<file path="config.mk">
export PLATFORM = sky130hd
export DESIGN_NAME = midori_shared_ctrl
export DESIGN_NICKNAME = d
export VERILOG_FILES = /design/src/rtl/midori_shared_ctrl.sv
export SDC_FILE = /design/constraint.sdc
export NUM_CORES = 1
export LEC_CHECK = 0
export BUFFER_PORTS_ARGS = -buffer_cell sky130_fd_sc_hd__buf_4
export CAP_MARGIN = 20
export CORE_AREA = 2 2 351 353
export CTS_BUF_LIST = sky130_fd_sc_hd__clkbuf_8
export DETAILED_ROUTE_END_ITERATION = 8
export DIE_AREA = 0 0 353 355
export PLACE_DENSITY = 0.35
export SETUP_SLACK_MARGIN = 0.02
export SLEW_MARGIN = 20
export SYNTH_ARGS = -nofsm -noshare
export SYNTH_HDL_FRONTEND = slang
export SYNTH_SLANG_ARGS = --single-unit
</file>
<file path="constraint.sdc">
create_clock -name clk -period 4.61 [get_ports clk]
set_clock_uncertainty 0.1 [all_clocks]
set_input_delay 0.922 -clock clk [delete_from_list [all_inputs] [get_ports clk]]
set_output_delay 0.922 -clock clk [all_outputs]
set_load 0.01 [all_outputs]
</file>
<file path="src/rtl/midori_shared_ctrl.sv">
// Sequencing and I/O control for the 3-share Midori64 round datapath.
// Accepts plaintext shares, applies input whitening to share 1, steps the
// datapath through 15 keyed rounds and one final S-layer period, then captures
// and holds the output-whitened ciphertext shares until the consumer takes them.
// Shares are never recombined here.
module midori_shared_ctrl #(
    parameter int unsigned NL_LAT = 2
) (
    input  logic        clk,
    input  logic        rst_n,

    input  logic        in_valid,
    output logic        in_ready,
    input  logic [63:0] pt_1,
    input  logic [63:0] pt_2,
    input  logic [63:0] pt_3,
    input  logic [63:0] MK0,
    input  logic [63:0] MK1,

    output logic        out_valid,
    input  logic        out_ready,
    output logic [63:0] ct_1,
    output logic [63:0] ct_2,
    output logic [63:0] ct_3,

    output logic        busy,

    output logic        start_sel,
    output logic [3:0]  round,
    output logic [63:0] state_1st,
    output logic [63:0] state_2nd,
    output logic [63:0] state_3rd,
    input  logic [63:0] ciphertext_1,
    input  logic [63:0] ciphertext_2,
    input  logic [63:0] ciphertext_3
);

    // Wide enough to hold 0..NL_LAT, never zero width.
    localparam int unsigned PW = $clog2(NL_LAT + 2);
    localparam logic [PW-1:0] PCNT_LAST = PW'(NL_LAT);
    localparam logic [3:0] LAST_KEYED = 4'd14;

    localparam logic [1:0] IDLE  = 2'd0;
    localparam logic [1:0] ROUND = 2'd1;
    localparam logic [1:0] FINAL = 2'd2;
    localparam logic [1:0] DONE  = 2'd3;

    logic [1:0]    state, state_nxt;
    logic [3:0]    rcnt, rcnt_nxt;
    logic [PW-1:0] pcnt, pcnt_nxt;
    logic          out_valid_nxt;
    logic          capture;
    logic          period_end;
    logic [63:0]   wk;

    assign wk = MK0 ^ MK1;

    // Whitening touches only share 1 so the sharing stays valid.
    assign state_1st = pt_1 ^ wk;
    assign state_2nd = pt_2;
    assign state_3rd = pt_3;

    assign period_end = (pcnt == PCNT_LAST);

    // Next-state, counter and capture decode.
    always_comb begin
        state_nxt     = state;
        rcnt_nxt      = rcnt;
        pcnt_nxt      = pcnt;
        out_valid_nxt = out_valid;
        capture       = 1'b0;
        case (state)
            IDLE: begin
                if (in_valid) begin
                    state_nxt = ROUND;
                    rcnt_nxt  = 4'd0;
                    pcnt_nxt  = '0;
                end
            end
            ROUND: begin
                if (period_end) begin
                    pcnt_nxt = '0;
                    rcnt_nxt = rcnt + 4'd1;
                    if (rcnt == LAST_KEYED) begin
                        state_nxt = FINAL;
                    end
                end else begin
                    pcnt_nxt = pcnt + 1'b1;
                end
            end
            FINAL: begin
                if (period_end) begin
                    pcnt_nxt      = '0;
                    capture       = 1'b1;
                    out_valid_nxt = 1'b1;
                    state_nxt     = DONE;
                end else begin
                    pcnt_nxt = pcnt + 1'b1;
                end
            end
            DONE: begin
                if (out_ready) begin
                    out_valid_nxt = 1'b0;
                    rcnt_nxt      = 4'd0;
                    state_nxt     = IDLE;
                end
            end
            default: begin
                state_nxt = IDLE;
            end
        endcase
    end

    // Control state and counters.
    always_ff @(posedge clk or negedge rst_n) begin
        if (!rst_n) begin
            state     <= IDLE;
            rcnt      <= 4'd0;
            pcnt      <= '0;
            out_valid <= 1'b0;
        end else begin
            state     <= state_nxt;
            rcnt      <= rcnt_nxt;
            pcnt      <= pcnt_nxt;
            out_valid <= out_valid_nxt;
        end
    end

    // Ciphertext capture with output whitening on share 1; held until handshake.
    always_ff @(posedge clk or negedge rst_n) begin
        if (!rst_n) begin
            ct_1 <= 64'd0;
            ct_2 <= 64'd0;
            ct_3 <= 64'd0;
        end else if (capture) begin
            ct_1 <= ciphertext_1 ^ wk;
            ct_2 <= ciphertext_2;
            ct_3 <= ciphertext_3;
        end
    end

    // Datapath steering and status; round must stay constant for a whole period.
    always_comb begin
        in_ready  = (state == IDLE);
        busy      = (state != IDLE);
        start_sel = (state == IDLE);
        round     = 4'd0;
        if (state == ROUND) begin
            round = rcnt;
        end else if (state == FINAL) begin
            round = 4'd15;
        end
    end

endmodule

</file>
==> impl_results.md <==
* Count of pins over their slew limit at 0
* Setup violations, final at 0
* Die width at 353 um
* Critical Path AT at between 2000 and 2500 ps
* Resize count post-CTS at 0
* Residual DRC count at 0
* Post-synthesis register bit count at 201
* Largest net degree at the start of global routing at 99
* CTS Sinks at 201
* # IOs at between 900 and 1000
* Post-route cell area at 0.0173 sq mm
* Most common cell after layout, fill and taps aside: buf_4
* Cell taking the most area after synthesis: dfrtp_1
* Pre-CTS WS at 1380 ps
* Post-Syn Area at 0.0105 sq mm
* CTS max path bufs at 3
* Flip-flop and latch area at approximately 0.005 sq mm
* Register-to-register setup slack at approximately 2100 ps
* Area growth, synth to finish at 64.7%
* Core ar. at between 0.1 and 0.15 sq mm
* Initial DRC count at approximately 300
* Worst rel slew slack at 0.431
* Synthesized area per cell at 12.1 sq um
* Critical Path Start Type: input pin
* Via count at 8219
* Share of the synthesized area in the top cell type at 0.479
* Initial Util at 0.0866
* PwrDens at around 550 mW/mm^2
* Critical Path RT at about 3600 ps
* Post-route ant nets at 0
* Fmax at 322 MHz
* CTS buffer count at between 40 and 50
* H-tree levels at 2
* Die height at between 300 and 400 um
* Cell row count at 128
* # Post-CTS Setup Buffers at 0
* Crit Path Class: in2out
* Post-DP HPWL at ~34 mm
* Worst hold path class: in2async
* Area of the multi-input gates at 0.00428 sq mm
* Fraction of layout cells with a size suffix above 1 at 0.591
* Nets at 1937
* Max-cap violations at 0
* Synth area leaders: dfrtp_1 48%, xor2_1 11%, buf_4 9.2%
* RSZ-0062 raised after global routing: no
* Leak Pwr at between 8 and 9 nW
* Outcome: completed
* R2R Path End: ct_2[35]$_DFFE_PN0P_
* Avg WL per Cell at 13.7 um
* Placed inst area at approximately 0.016 sq mm
* Crit-path max FO at 2
* Hold-fix buffers at CTS at 0
* Commonest non-fill, non-tap cells in the layout: 653 x buf_4, 201 x dfrtp_1, 128 x xor2_1
* Peak supply drop at 0.226 mV
* Via/cell ratio at 2.67
* IO buf count at 651
* Final GP Congestion at 0.828
* Syn Inst Count at 870
* Syn Nets at 1392
* Worst Setup End Kind: output port
* Worst R2R Path Depth at 5
* First-pass GRT wire length at just under 60 mm
* Post-synthesis sequential area ratio at 0.479
* Drt total wl at 42.2 mm
* Root Driver: clkbuf_8
* Final Hold Violating Endpoints at 0
* Least-Margin Pin Slew at about 850 ps
* Fillcell total at 13800
* Reg2Reg Launch Point: state[0]$_DFFE_PN0P_
* Min Tclk post-route at 3100 ps
* Final period util at 0.673
* Unique cell type count in the Yosys netlist at 36
* Vias in the first global route at 8928
* Clock transition at the registers of the reported paths at 50 ps
* Die footprint at 0.125 sq mm
* Setup TNS at 0 ps
* TritonRoute pass-1 iters at 4
* Congestion Overflow GR at 0
* CTS tree: yes
* Setup slack after layout at approximately 1500 ps
* Gr usage total at 0.0645
* Yosys warnings at 0
* Worst-Skew Late Latency at 610 ps
* Initial antenna violation count at 4
-- worst max-delay path by stage --
stage / from / end / slack (ps)
2_1_floorplan: MK1[0] / state_1st[0] / 2190
3_3_place_gp: MK1[50] / state_1st[50] / 1390
3_5_place_dp: MK1[50] / state_1st[50] / 1380
4_1_cts: MK1[50] / state_1st[50] / 1380
5_1_grt: state[1]$_DFFE_PN0P_ / round[3] / 1390
6_report: MK1[34] / state_1st[34] / 1510
-- registers in the layout (all words and copies together) (netlist names) --
register and cells:
ct_1 64, ct_2 64, ct_3 64, rcnt 4, pcnt 2, state 2
out_valid 1
-- layout make-up --
class | instances | area share
Sequential cell | 201 | 0.291
Timing Repair Buffer | 659 | 0.290
Antenna cell | 2 | 0.000289
Multi-Input combinational cell | 503 | 0.247
Tap cell | 1625 | 0.117
Clock inverter | 22 | 0.00939
Inverter | 7 | 0.00152
Clock buffer | 55 | 0.0437
-- Yosys cell counts --
| cell type | count |
|---|---|
| o211ai_1 | 1 |
| nand4_1 | 2 |
| nand2_2 | 1 |
| dfrtp_1 | 201 |
| or2_2 | 1 |
| a21oi_1 | 3 |
| nor2b_1 | 4 |
| inv_1 | 7 |
| o22ai_1 | 1 |
| xnor2_1 | 64 |
| buf_4 | 129 |
| a2111oi_0 | 1 |
| a21boi_0 | 1 |
| o221ai_1 | 1 |
| a211o_1 | 1 |
| o21ai_0 | 69 |
| nor3_1 | 1 |
| mux2i_1 | 2 |
| nor2_1 | 2 |
| nand2_1 | 76 |
| mux2_2 | 70 |
| nor2b_4 | 1 |
| and4_1 | 1 |
| nand2b_1 | 1 |
| buf_6 | 12 |
| xor2_1 | 128 |
| or3_1 | 1 |
| buf_2 | 12 |
| mux2_4 | 58 |
| a41o_1 | 1 |
| nand4b_1 | 1 |
| a32oi_1 | 1 |
| o21ai_1 | 2 |
| clkbuf_1 | 6 |
| nand3_1 | 1 |
| ha_1 | 6 |
-- worst max-delay path, stage by stage --
cell,delay [ps]
buf_4,110
xor2_1,240
xor2_1,560
buf_4,240
-- metal layers --
| layer | wire, um | vias to the layer above | track usage |
|---|---|---|---|
| met5 | 13 | - | 0 |
| met4 | 1960 | 2 | 0.0323 |
| met3 | 5010 | 82 | 0.0327 |
| met2 | 20000 | 538 | 0.106 |
| met1 | 15200 | 3764 | 0.0684 |
| li1 | - | 3833 | - |
-- per-stage QoR --
step,hold WS [ps],std cells,util,power [mW]
floorplan,386,870,-,5.28
global placement,368,2995,0.135,7.64
CTS,88.3,3072,0.143,9.91
detailed placement,371,2995,0.135,7.67
global route,142,3073,0.143,10.4
finish,180,3074,0.143,9.60
-- cell families (layout without fill, tap and decap cells) --
kind of cell / after synthesis / after routing / share of synthesized area
flip-flops: 201 / 201 / 0.479
XOR/XNOR: 192 / 192 / 0.160
AO/OA/AOI/OAI: 82 / 82 / 0.0415
buffers and inverters: 166 / 743 / 0.115
AND/OR/NAND/NOR: 93 / 93 / 0.0377
adder cells (fa/ha/maj): 6 / 6 / 0.00714
multiplexers: 130 / 130 / 0.160
other: 0 / 2 / 0
-- power by group --
group	switching (mW)	total, mW	internal (mW)
Clock	0.899	2.08	1.18
Combinational	1.92	4.33	2.41
Sequential	0.516	3.18	2.67
Total	3.33	9.60	6.27
Note: power is estimated with default switching activity, not from simulation.
